`src/rtl/shift_feeder.sv`:
```
// ---------------------------------------------------------------------------
// shift_feeder
//
// Takes one parallel word per valid/ready handshake and replays it as a
// stream of single-bit beats on the d/en/dir pins of a downstream shift_reg.
// When the stream ends, the downstream register holds the word exactly. The
// beat order depends on the shift direction: MSB first when the downstream
// register shifts left, LSB first when it shifts right.
//
// Optional feature macro: SHIFT_FEEDER_PARITY_EN
//   When it is defined, one extra even-parity beat (d = ^word) follows the
//   last data beat. This suits a downstream register of width MSB+1.
//   When it is undefined, exactly MSB beats are sent and no parity logic is
//   built.
//
// Parameters:
//   MSB       word width (>= 2); must match the downstream shift_reg width
//
// Ports:
//   clk       in   single clock, all state updates on posedge
//   rstn      in   asynchronous active-low reset
//   in_data   in   [MSB-1:0] word to serialize, sampled on handshake only
//   in_dir    in   0 = downstream shifts left, 1 = downstream shifts right
//   in_valid  in   producer has a word
//   in_ready  out  registered, block can accept a word (IDLE only)
//   d         out  registered serial bit, 0 whenever en is 0
//   en        out  registered shift enable, high once per beat
//   dir       out  registered direction, held for the whole word and while idle
//   busy      out  high while a word is being shifted or completed
//   done      out  one-cycle pulse after the last beat
// ---------------------------------------------------------------------------
module shift_feeder #(
  parameter int MSB = 8
) (
  input  logic           clk,
  input  logic           rstn,
  input  logic [MSB-1:0] in_data,
  input  logic           in_dir,
  input  logic           in_valid,
  output logic           in_ready,
  output logic           d,
  output logic           en,
  output logic           dir,
  output logic           busy,
  output logic           done
);

  // The counter must be able to reach MSB so that it can tag the parity beat.
  localparam int CW = $clog2(MSB + 1);

  typedef enum logic [1:0] {
    IDLE  = 2'd0,
    SHIFT = 2'd1,
    DONE  = 2'd2
  } state_t;

  state_t          r_state;
  logic [MSB-1:0]  r_word;
  logic            r_dir;
  logic [CW-1:0]   r_cnt;
  logic            r_d;
  logic            r_en;
  logic            r_done;
  logic            r_inReady;

  state_t          w_stateNext;
  logic [MSB-1:0]  w_wordNext;
  logic            w_dirNext;
  logic [CW-1:0]   w_cntNext;
  logic            w_dNext;
  logic            w_enNext;
  logic            w_doneNext;
  logic            w_inReadyNext;
  logic [CW-1:0]   w_cntInc;
  logic [CW-1:0]   w_shiftAmt;
  logic            w_dataBit;

  // Next-state and next-output logic. Every output is registered, so this
  // block computes the value each output pin shows after the coming edge.
  // The beat for counter value k goes out when r_cnt becomes k. So the bit
  // selected here is the one for r_cnt+1. The exception is the first beat,
  // which is taken directly from in_data on the handshake edge.
  always_comb begin
    w_stateNext = r_state;
    w_wordNext  = r_word;
    w_dirNext   = r_dir;
    w_cntNext   = r_cnt;
    w_dNext     = 1'b0;
    w_enNext    = 1'b0;
    w_doneNext  = 1'b0;

    // Bit position of the next data beat. The bit is picked out with a
    // shifted one-hot mask, so the index can be wider than log2(MSB).
    w_cntInc   = r_cnt + CW'(1);
    w_shiftAmt = r_dir ? w_cntInc : (CW'(MSB - 1) - w_cntInc);
    w_dataBit  = |(r_word & (MSB'(1) << w_shiftAmt));

    case (r_state)
      IDLE: begin
        if (in_valid && r_inReady) begin
          w_stateNext = SHIFT;
          w_wordNext  = in_data;
          w_dirNext   = in_dir;
          w_cntNext   = '0;
          w_enNext    = 1'b1;
          w_dNext     = in_dir ? in_data[0] : in_data[MSB-1];
        end
      end

      SHIFT: begin
`ifdef SHIFT_FEEDER_PARITY_EN
        if (r_cnt == CW'(MSB)) begin
          w_stateNext = DONE;
          w_doneNext  = 1'b1;
        end else if (r_cnt == CW'(MSB - 1)) begin
          w_cntNext = w_cntInc;
          w_enNext  = 1'b1;
          w_dNext   = ^r_word;
        end else begin
          w_cntNext = w_cntInc;
          w_enNext  = 1'b1;
          w_dNext   = w_dataBit;
        end
`else
        if (r_cnt == CW'(MSB - 1)) begin
          w_stateNext = DONE;
          w_doneNext  = 1'b1;
        end else begin
          w_cntNext = w_cntInc;
          w_enNext  = 1'b1;
          w_dNext   = w_dataBit;
        end
`endif
      end

      DONE: begin
        w_stateNext = IDLE;
      end

      default: begin
        w_stateNext = IDLE;
      end
    endcase

    // in_ready is the registered form of "we will be idle after this edge".
    // As a result it first rises one edge after reset is released.
    w_inReadyNext = (w_stateNext == IDLE);
  end

  // State and output registers. Reset puts every output in its quiet state
  // at once and discards any word that was in flight.
  always_ff @(posedge clk or negedge rstn) begin
    if (!rstn) begin
      r_state   <= IDLE;
      r_word    <= '0;
      r_dir     <= 1'b0;
      r_cnt     <= '0;
      r_d       <= 1'b0;
      r_en      <= 1'b0;
      r_done    <= 1'b0;
      r_inReady <= 1'b0;
    end else begin
      r_state   <= w_stateNext;
      r_word    <= w_wordNext;
      r_dir     <= w_dirNext;
      r_cnt     <= w_cntNext;
      r_d       <= w_dNext;
      r_en      <= w_enNext;
      r_done    <= w_doneNext;
      r_inReady <= w_inReadyNext;
    end
  end

  assign in_ready = r_inReady;
  assign d        = r_d;
  assign en       = r_en;
  assign dir      = r_dir;
  assign done     = r_done;
  assign busy     = (r_state != IDLE);

endmodule

```
`config.mk`:
```
export PLATFORM = sky130hd
export DESIGN_NAME = shift_feeder
export DESIGN_NICKNAME = d
export VERILOG_FILES = /design/src/rtl/shift_feeder.sv
export SDC_FILE = /design/constraint.sdc
export NUM_CORES = 1
export LEC_CHECK = 0
export CAP_MARGIN = 20
export CORE_AREA = 2 2 43 53
export DETAILED_ROUTE_END_ITERATION = 16
export DIE_AREA = 0 0 45 55
export PLACE_DENSITY = 0.75
export SLEW_MARGIN = 5
export SYNTH_ARGS = -nofsm -noshare
export SYNTH_HDL_FRONTEND = slang
export SYNTH_SLANG_ARGS = --single-unit
```
`constraint.sdc`:
```
create_clock -name clk -period 2 [get_ports clk]
set_input_delay 0.3 -clock clk [delete_from_list [all_inputs] [get_ports clk]]
set_output_delay 0.3 -clock clk [all_outputs]
set_load 0.03 [all_outputs]
```
# == Yosys cells after proc, flatten, opt, wreduce, memory -nomap -nowiden ==
# Index checks and enable logic that the tools add are counted.
# totals
latch_bits,0
regBits,19
mem_bits_rw,0
rom_bits,0
memories,0
# op_classes
bitwise,1
n_mul,0
shifts,1
add_sub_neg,2
mux,16
order_cmp,0
n_reduce_logical,8
n_div,0
eq_ne,4
# ops
operator,n
two-way mux 4 bit,3
AND 8 bit,1
one-hot mux 4 bit (2 select lines),1
OR reduction 8 bit,1
<< shifter 1 x 4 -> 8 bit (first input constant),1
two-way mux 1 bit,7
adder 4 x 1 -> 4 bit (second input constant),1
== test 4 x 3 -> 1 bit (second input constant),1
logical NOT 2 bit,2
two-way mux 2 bit,2
inequality test 2 bit (second input constant),2
one-hot mux 1 bit (2 select lines),2
one-hot mux 2 bit (2 select lines),1
nonzero test 2 bit,2
subtractor 3 x 4 -> 4 bit (first input constant),1
AND reduction 3 bit,1
== test 2 x 1 -> 1 bit (second input constant),1
AND reduction 2 bit,1
logical AND 1 bit,1

# == Logic depth before layout (Yosys ltp) ==
# Gate-level depths: netlist of run 1.
# logic_depth
word_depth,8
ltp_mapped,6
depth_no_buf,5

# == Worst setup path before layout of run 1 ==
# No wires, ideal clock.
# synth_path
path_kind,register -> register
startpoint,reg r_cnt[0]
endpoint,reg r_d (netlist: d)
slack_ps,486
stages_incl_launch_ff,7
required_time_ps,1920
period_less_slack_ps,1514
t_arrival_ps,1434
setup_time_ps,80
n_path_buf,1
path_cell_list,dfrtp_1 -> ha_1 -> buf_6 -> mux2i_1 -> a221oi_2 -> nand4_1 -> o211ai_2
# synth_between
elab_chain_len,8
word_cells_on_any_way,9
cone_classes,2 x add/sub; 1 x eq/ne; 1 x shift; 3 x mux; 1 x bitwise; 1 x reduce/logical
# synth_lines
element,line,source
start: declaration,60,logic [CW-1:0] r_cnt;
start signal: assignment,166,r_cnt <= w_cntNext;
adder 4 x 1 -> 4 bit,94,w_cntInc = r_cnt + CW'(1);
subtractor 3 x 4 -> 4 bit,95,w_shiftAmt = r_dir ? w_cntInc : (CW'(MSB - 1) - w_cntInc);
two-way mux 4 bit,95,
<< shifter 1 x 4 -> 8 bit,96,w_dataBit = |(r_word & (MSB'(1) << w_shiftAmt));
AND 8 bit,96,
OR reduction 8 bit,96,
two-way mux 1 bit *,125,if (r_cnt == CW'(MSB - 1)) begin
one-hot mux 1 bit (2 select lines) *,98,case (r_state)
via w_dNext,70,logic w_dNext;
end signal: assignment,167,r_d <= w_dNext;
end: declaration,61,logic r_d;
# Mark *: on every way through the listed nets, which the timed path passes. The rest lies on a longest branch.
# A chain may end at the register's enable or synchronous reset.

# == Worst setup path after layout of run 1 ==
# layout_path
startpoint,reg r_state[0]
endpoint,out busy
# layout_between
elab_chain_len,1
# layout_lines
element,line,source
start: declaration,57,state_t r_state;
start signal: assignment,163,r_state <= w_stateNext;
nonzero test 2 bit,179,assign busy = (r_state != IDLE);
end: declaration,44,"output logic busy,"
# No other way between the ends.

==> run_results.csv, run 1 <==
group,metric,value,unit
critical_path,end_kind,"output pin",
sta,hold_viol,0,
hold_path,hold_class,"in -> async",
job,maxCapViolations,0,
logic_synthesis,synth-async-reset-ratio,100,%
placed_design,place_area,0.00111,mm2
sta,worst_pin_slew,515,ps
logic_synthesis,synth_cell_types,24,
cts,clk_latency,300,ps
cts,cts_root_buf,"clkbuf_4",
global_routing,grt_pass1_wl,2950,um
critical_path,crit_path_cell_trace,"nor2_1 -> inv_1 -> clkdlybuf4s50_1",
cts,cts.htree.levels,1,
sta,finalCritPeriodShare,91.8,%
drt,via_count,725,
final_layout,design_area,0.00114,mm2
final_layout,syn_to_final_growth,22.5,%
drt,wire_per_inst,13.2,um
power_and_ir_drop,peakVddDrop,0.000789,V
drt,drcViolationCount,0,
power_and_ir_drop,power_density,1690,mW/mm2
logic_synthesis,synth_edf_count,0,
sta,slew_viol_final,0,
power_and_ir_drop,power.total,1920,uW
critical_path,path_class,"reg -> out",
final_layout,num_antenna_cells,0,
global_routing,grt.total_usage,16.7,%
final_layout,final_cell_mix,"nand2_1, dfrtp_1, clkdlybuf4s50_1",
global_routing,grt_remaining_overflow,0,
drt,vias_per_cell,5.29,
sta,setup_slack,164,ps
final_layout,multiInputGateArea,428,um2
logic_synthesis,ys.flop_type,"dfrtp_1",
placed_design,pre_cts_slack,254,ps
cts,clkTransAtPathRegs,100,ps
final_layout,n_fill_cell,190,
sta,finalSetupTns,0,ps
run_status,status,"finished, final reports clean",
drt,drt_wl_total,1810,um
sta,min_period,1840,ps
global_routing,grt_max_degree,20,
floorplan,num_rows,18,
critical_path,crit_required,1700,ps
critical_path,cp_max_fo,3,
logic_synthesis,ys_ff_latch,19,
placed_design,port_buffers,17,
drt,firstDrtPassIters,2,
critical_path,cp.arrival,1540,ps
sta,fin_hold_ws,317,ps
drt,drt_iter0_markers,3,
cts,cts_buffer_depth,2,
sta,fmax,0.545,GHz
final_layout,nets,131,
final_layout,drive_above_1_share,5.98,%
sta,rsz0062_at_grt,"no",
drt,antenna_left,0,
cts,numClockSinks,19,
final_layout,layout_commonest_cell,"nand2_1",
logic_synthesis,synth-warning-count,0,
critical_path,max_stage_delay,600,ps
cts,numCtsBuffers,3,
global_routing,antenna_found_initial,0,
cts,hold_buffers,0,
placed_design,globalplace.congestion,0.815,
final_layout,seq_area,475,um2
sta,max_slew_margin,65.6,%
critical_path,crit_start,"r_state[0]",
logic_synthesis,syn_inst,98,
placed_design,hpwlAfterDp,1360,um
critical_path,crit-reg2reg-launch,"r_cnt[0]",
logic_synthesis,seq_area_frac_synth,51.3,%
global_routing,first_global_vias,689,
floorplan,coreArea,0.00198,mm2
critical_path,crit_path_start_kind,"flip-flop",
logic_synthesis,synthesis.area,927,um2
logic_synthesis,syn-num-nets,111,
floorplan,ios,18,
floorplan,die_y,55,um
floorplan,start_util,46.8,%
critical_path,slowest_stage,"clkdlybuf4s50_1",
cts,cts_tree,"yes",
sta,fin_skew,2.02,ps
sta,setup_viol,0,
floorplan,die_w,45,um
logic_synthesis,synth.avg_cell_area,9.46,um2
cts,post_cts_buffers,0,
power_and_ir_drop,leakage,0.000550,uW
floorplan,die-area,0.00248,mm2
cts,cts_resized,0,
stage by stage:
stage | utilization [%] | instances
after floorplan | - | 98
after global placement | 56.0 | 133
after detailed placement | 56.0 | 133
after global routing | 57.3 | 137
final | 57.3 | 137
after CTS | 57.3 | 137
kinds of logic after synthesis:
group           count (synthesis)  synth area share (%)
buf+inv                         4                  2.56
simple gates                   55                  25.6
fa+ha+maj                       1                  1.35
xor+xnor                        2                  1.89
flops                          19                  51.3
mux                             9                  9.85
compound gates                  8                  7.42
worst max-delay path: cells and delay by family, from the launching register on:
family | cells | cell delay (ps)
flip-flops | 1 | 400
AND/OR/NAND/NOR | 1 | 170
buffers and inverters | 2 | 670
area by class of cell:
class	instances	share of cell area [%]
Tap cell	20	2.20
Multi-Input combinational cell	75	37.7
Inverter	1	0.330
Clock buffer	4	2.31
Sequential cell	19	41.9
Timing Repair Buffer	18	15.6
sequential cells by signal, indices dropped and copies added (netlist names):
signal and cells:
r_word 8, d 1, r_state 2, in_ready 1, r_cnt 4, en 1, dir 1, done 1
Yosys cell counts, types with 2 or more instances:
| library cell | number | area (um2) |
|---|---|---|
| a22oi_1 | 3 | 22.5 |
| and2_1 | 2 | 12.5 |
| dfrtp_1 | 19 | 475 |
| mux2i_1 | 8 | 80.1 |
| nand2_1 | 35 | 131 |
| nand3_1 | 6 | 30.0 |
| nor2_1 | 5 | 18.8 |
| nor2b_1 | 3 | 18.8 |
| o21ai_0 | 2 | 10.0 |
report_power, final:
part,internal (uW),switching [uW]
sequential,553,142
combinational,448,585
clock,77.7,116
total,1080,843
worst paths after layout:
kind                        endpoint  cells after the start  slack [ps]
min in group clk           r_word[3]                      2         510
setup reg to reg                   d                      5         200
setup / recovery                busy                      3         160
hold / removal                    en                      2         320
max in group asynchronous  r_word[7]                      2        1490
hold reg to reg            r_word[3]                      2         510
per-layer routing:
metal	track usage [%]	vias to the layer above	wire, um
met4	12.3	0	46
met1	19.6	337	826
li1	-	369	-
met3	3.25	6	50
met5	0	-	0
met2	27.1	13	882
No activity file was read; power rests on OpenSTA's default activity.
==> inputs of run 2 (changes only) <==
Settings changed: CORE_AREA 2 2 43 53 to 2 2 45 55, DIE_AREA 0 0 45 55 to 0 0 47 57, PLACE_DENSITY 0.75 to 0.72.
Clock period 2 ns to 1.63 ns, I/O delays scaled along.
==> run 2 against run 1 <==
  * Final cell count grew 12%
  * Die area increased by 8.2%
  * Count of clock-buffer cells in the layout is 1 lower
  * Setup slack lost 70 ps
  * Global-route usage decreased by 0.51 points
  * Clock power grew 19%
  * Total power grew 28%
  * Critical path type unchanged
==> run_results.csv, run 2 (synthesized netlist as in run 1, its figures left out) <==
group,metric,value,unit
final_layout,final_util,54.9,%
floorplan,die-area,0.00268,mm2
critical_path,cp_top_family,"buffers and inverters",
global_routing,grt_max_degree,20,
cts,cts_root_buf,"clkbuf_4",
sta,fin_hold_ws,264,ps
sta,min_period,1540,ps
cts,numCtsBuffers,3,
drt,wire_per_inst,12.2,um
critical_path,crit_required,1390,ps
hold_path,hold_class,"in -> async",
global_routing,antenna_found_initial,0,
critical_path,slowest_stage,"clkdlybuf4s50_1",
critical_path,max_stage_delay,660,ps
sta,worst_pin_slew,313,ps
critical_path,crit_path_start_kind,"flip-flop",
placed_design,port_buffers,17,
sta,setup_viol,0,
global_routing,met1_usage,22.2,%
critical_path,end_kind,"output pin",
final_layout,top_register,"r_word",
floorplan,ios,18,
critical_path,cp.arrival,1290,ps
final_layout,largestRegisters,"r_word: 8 flops, r_cnt: 4 flops, r_state: 2 flops",
drt,firstDrtPassIters,4,
run_status,status,"finished, final reports clean",
cts,hold_buffers,0,
sta,slew_viol_final,0,
cts,cts.htree.levels,1,
critical_path,cp_max_fo,1,
final_layout,nets,136,
drt,via_count,768,
floorplan,num_rows,19,
final_layout,largest_register_ffs,8,
final_layout,drive_above_1_share,11.5,%
drt,antenna_left,0,
global_routing,grt_pass1_wl,3190,um
cts,cts_buffer_depth,2,
floorplan,die_w,47,um
cts,clk_latency,300,ps
global_routing,grt_remaining_overflow,0,
critical_path,crit_path_cell_trace,"clkdlybuf4s50_1",
cts,cts_tree,"yes",
power_and_ir_drop,leakage,0.000590,uW
floorplan,die_y,57,um
power_and_ir_drop,power_density,2050,mW/mm2
placed_design,globalplace.congestion,0.888,
critical_path,crit_buf_inv,1,
global_routing,grt.met3_usage,1.58,%
cts,numClockSinks,19,
global_routing,grt.total_usage,16.2,%
global_routing,top_usage_layer,"met2",
sta,rsz0062_at_grt,"no",
cts,clkTransAtPathRegs,110,ps
cts,post_cts_buffers,0,
sta,max_slew_margin,79.1,%
final_layout,final_cell_mix,"nand2_1, dfrtp_1, clkdlybuf4s50_1",
sta,fin_skew,9.03,ps
drt,drt_wl_total,1870,um
critical_path,path_class,"reg -> out",
sta,hold_viol,0,
drt,vias_per_cell,5.02,
sta,finalCritPeriodShare,94.2,%
final_layout,num_antenna_cells,0,
global_routing,first_global_vias,792,
final_layout,layout_commonest_cell,"nand2_1",
sta,finalSetupTns,0,ps
sta,fmax,0.651,GHz
floorplan,coreArea,0.00219,mm2
power_and_ir_drop,peakVddDrop,0.00108,V
drt,drt_iter0_markers,11,
global_routing,met2_usage,24.7,%
final_layout,syn_to_final_growth,29.6,%
job,maxCapViolations,0,
floorplan,start_util,42.4,%
drt,drcViolationCount,0,
placed_design,hpwlAfterDp,1470,um
## run 2: final timing paths
kind                             from        end  slack, ps  depth (start not counted)
min in group clk           in_data[2]  r_word[2]        470                          3
setup / recovery                   en         en         90                          1
max in group asynchronous        rstn  r_word[7]       1160                          2
hold / removal                   rstn   r_cnt[3]        260                          2
hold reg to reg             r_word[7]  r_word[7]        520                          2
setup reg to reg             r_cnt[1]          d        120                          6
## run 2: per-layer routing
metal  wire length [um]  vias up
met4                 38        0
met3                 45        4
li1                   -      374
met2                926       19
met5                  0        -
met1                856      371
## run 2: cell type report
class                           count  area (um2)
Clock buffer                        3        22.5
Sequential cell                    19         475
Fill cell                         215         986
Clock inverter                      1        5.00
Multi-Input combinational cell     75         440
Inverter                            1        3.75
Tap cell                           31        38.8
Timing Repair Buffer               23         215
## run 2: repair_timing
item,CTS,global route
cloned,0,0
endpoints found under the setup margin,2,2
resized for setup,2,3
## run 2: report_power, final
part | leakage (uW) | switching [uW] | internal (uW)
Sequential | 0.000237 | 171 | 679
Combinational | 0.000335 | 739 | 647
Clock | 0.0000177 | 140 | 91.3
Total | 0.000590 | 1050 | 1420
## run 2: metrics by stage
stage               total power [uW]  worst slack (ps)  cell area (um2)  std cells
floorplan                       1810               116              927         98
global placement                2170               112             1160        149
detailed placement              2230              59.8             1160        149
CTS                             2450              25.6             1190        153
global route                    2680              23.2             1200        153
finish                          2470              94.1             1200        153
==> inputs of run 3 (changes only) <==
Settings changed: ABC_AREA from default to 1, CORE_AREA 2 2 45 55 to 2 2 42 52, DIE_AREA 0 0 47 57 to 0 0 44 54, PLACE_DENSITY 0.72 to 0.79.
Clock period 1.63 ns to 1.8 ns, I/O delays scaled along.
==> run 3 against run 2 <==
  * Core utilization increased by 5.5 points
  * Clock power fell by 7%
  * Die area shrank 11%
  * Final cell count rose by 4.6%
  * Sequential share of layout area is 1.1 points higher
==> run_results.csv, run 3 <==
group,metric,value,unit
power_and_ir_drop,leakage,0.000623,uW
logic_synthesis,synth.avg_cell_area,7.88,um2
drt,drt_iter0_markers,10,
final_layout,top_register,"r_word",
final_layout,drive_above_1_share,12.1,%
power_and_ir_drop,peakVddDrop,0.000843,V
drt,drt_wl_total,1880,um
placed_design,hpwlAfterDp,1420,um
critical_path,max_stage_delay,670,ps
cts,cts_tree,"yes",
floorplan,die_w,44,um
logic_synthesis,seq_area_frac_synth,50.3,%
drt,via_count,823,
logic_synthesis,synth.most_common_cell,"nand2_1",
critical_path,cp.arrival,1350,ps
global_routing,grt_max_degree,20,
drt,wire_per_inst,11.7,um
sta,worst_pin_slew,314,ps
critical_path,slowest_stage,"clkdlybuf4s50_1",
critical_path,crit_buf_inv,1,
critical_path,cp_max_fo,2,
global_routing,first_global_vias,789,
cts,cts.htree.levels,1,
floorplan,die_y,54,um
logic_synthesis,synth_top_area_share,50.3,%
logic_synthesis,ys.flop_type,"dfrtp_1",
job,maxCapViolations,0,
drt,firstDrtPassIters,4,
global_routing,grt.total_usage,18.4,%
drt,vias_per_cell,5.14,
sta,finalCritPeriodShare,90.0,%
final_layout,nets,154,
sta,finalSetupTns,0,ps
critical_path,crit_required,1530,ps
cts,clk_latency,300,ps
cts,cts_resized,0,
sta,setup_viol,0,
sta,rsz0062_at_grt,"no",
final_layout,syn_to_final_growth,23.7,%
cts,post_cts_buffers,0,
global_routing,antenna_found_initial,0,
cts,numCtsBuffers,3,
final_layout,largestRegisters,"r_word: 8 flops, r_cnt: 4 flops, r_state: 2 flops",
logic_synthesis,synth_cell_types,19,
critical_path,end_kind,"output pin",
cts,clkTransAtPathRegs,100,ps
final_layout,layout_commonest_cell,"nand2_1",
final_layout,final_cell_mix,"nand2_1, dfrtp_1, clkdlybuf4s50_1",
sta,slew_viol_final,0,
final_layout,design_area,0.00117,mm2
critical_path,cp_top_family,"buffers and inverters",
floorplan,die-area,0.00238,mm2
placed_design,place_area,0.00114,mm2
floorplan,coreArea,0.00194,mm2
sta,fin_skew,6.01,ps
logic_synthesis,synth_edf_count,0,
final_layout,largest_register_ffs,8,
logic_synthesis,synth_top_area_cell,"dfrtp_1",
global_routing,grt_pass1_wl,3150,um
floorplan,ios,18,
drt,antenna_left,0,
hold_path,hold_class,"in -> async",
logic_synthesis,ys_ff_latch,19,
power_and_ir_drop,power_density,1840,mW/mm2
sta,max_slew_margin,79.0,%
sta,hold_viol,0,
sta,min_period,1620,ps
global_routing,grt_remaining_overflow,0,
placed_design,port_buffers,17,
logic_synthesis,syn_inst,120,
run_status,status,"finished, final reports clean",
logic_synthesis,synth-async-reset-ratio,100,%
placed_design,globalplace.congestion,0.853,
drt,drcViolationCount,0,
cts,cts_root_buf,"clkbuf_4",
logic_synthesis,synthesis.area,946,um2
floorplan,num_rows,18,
sta,fmax,0.618,GHz
cts,hold_buffers,0,
logic_synthesis,syn-num-nets,133,
logic_synthesis,synth_common_cells,"nand2_1, dfrtp_1, nand3_1",
critical_path,crit_path_cell_trace,"clkdlybuf4s50_1",
critical_path,crit_path_start_kind,"flip-flop",
critical_path,path_class,"reg -> out",
logic_synthesis,synth-warning-count,0,
logic_synthesis,synthTopCellsByArea,"dfrtp_1, nand2_1, nand3_1, inv_1, nor2_1",
cts,cts_buffer_depth,2,
cts,numClockSinks,19,
final_layout,n_fill_cell,173,
floorplan,start_util,48.8,%
final_layout,num_antenna_cells,0,
[run 3: cell types whose count changed in the layout (fill, tap and decap cells not counted), moves of 4 or more]
cell     previous run  this run
inv_2               0         4
buf_4               6         1
mux2i_1             8         0
nand2_1            35        42
nand3_1             6        14
inv_1               1        11
[run 3: layer usage]
metal	vias to the layer above	wire length [um]	part of all wire [%]	track usage, %
met5	-	0	0	0
met4	0	34	1.8	11.1
met3	5	73	3.9	4.03
met2	17	1030	55	32.8
met1	388	742	40	19.7
li1	413	-	-	-
[run 3: power breakdown]
part           switching, uW  internal (uW)  total, uW
logic                    756            435       1190
clock network            127           86.5        214
registers                133            614        747
[run 3: logic make-up (layout without fill, tap and decap cells)]
logic type               count (synthesis)  after routing  synth area share, %
AND/OR/NAND/NOR                         73             73                 35.1
XOR/XNOR                                 1              1                0.926
adder cells (fa/ha/maj)                  1              1                 1.32
flip-flops                              19             19                 50.3
AO/OA/AOI/OAI                            8              8                 5.02
buffers and inverters                   18             38                 7.41
[run 3: metrics by stage]
step	setup slack [ps]	utilization (%)	cells	hold WS [ps]	power, uW
floorplan	354	-	120	-25.6	1620
CTS	32.1	60.1	160	301	2170
global route	95.9	60.4	160	306	2350
detailed placement	268	58.8	156	467	1940
finish	181	60.4	160	297	2150
global placement	313	58.8	156	467	1900
[run 3: worst paths after layout]
path / start / to / slack (ps) / cells past startpoint
worst min-delay path: rstn / r_word[4] / 300 / 2
worst min register to register: r_word[1] / r_word[1] / 500 / 2
worst max register to register: r_cnt[0] / d / 240 / 10
worst max-delay path: in_ready / in_ready / 180 / 1
min in group clk: in_data[4] / r_word[4] / 490 / 3
max in group asynchronous: rstn / dir / 1300 / 2
[run 3: area by class of cell]
type / count / area, um2 / area share (%)
Timing Repair Buffer: 18 / 183 / 15.6
Inverter: 16 / 60.1 / 5.13
Clock buffer: 4 / 26.3 / 2.25
Sequential cell: 19 / 475 / 40.6
Tap cell: 20 / 25.0 / 2.14
Multi-Input combinational cell: 83 / 400 / 34.2
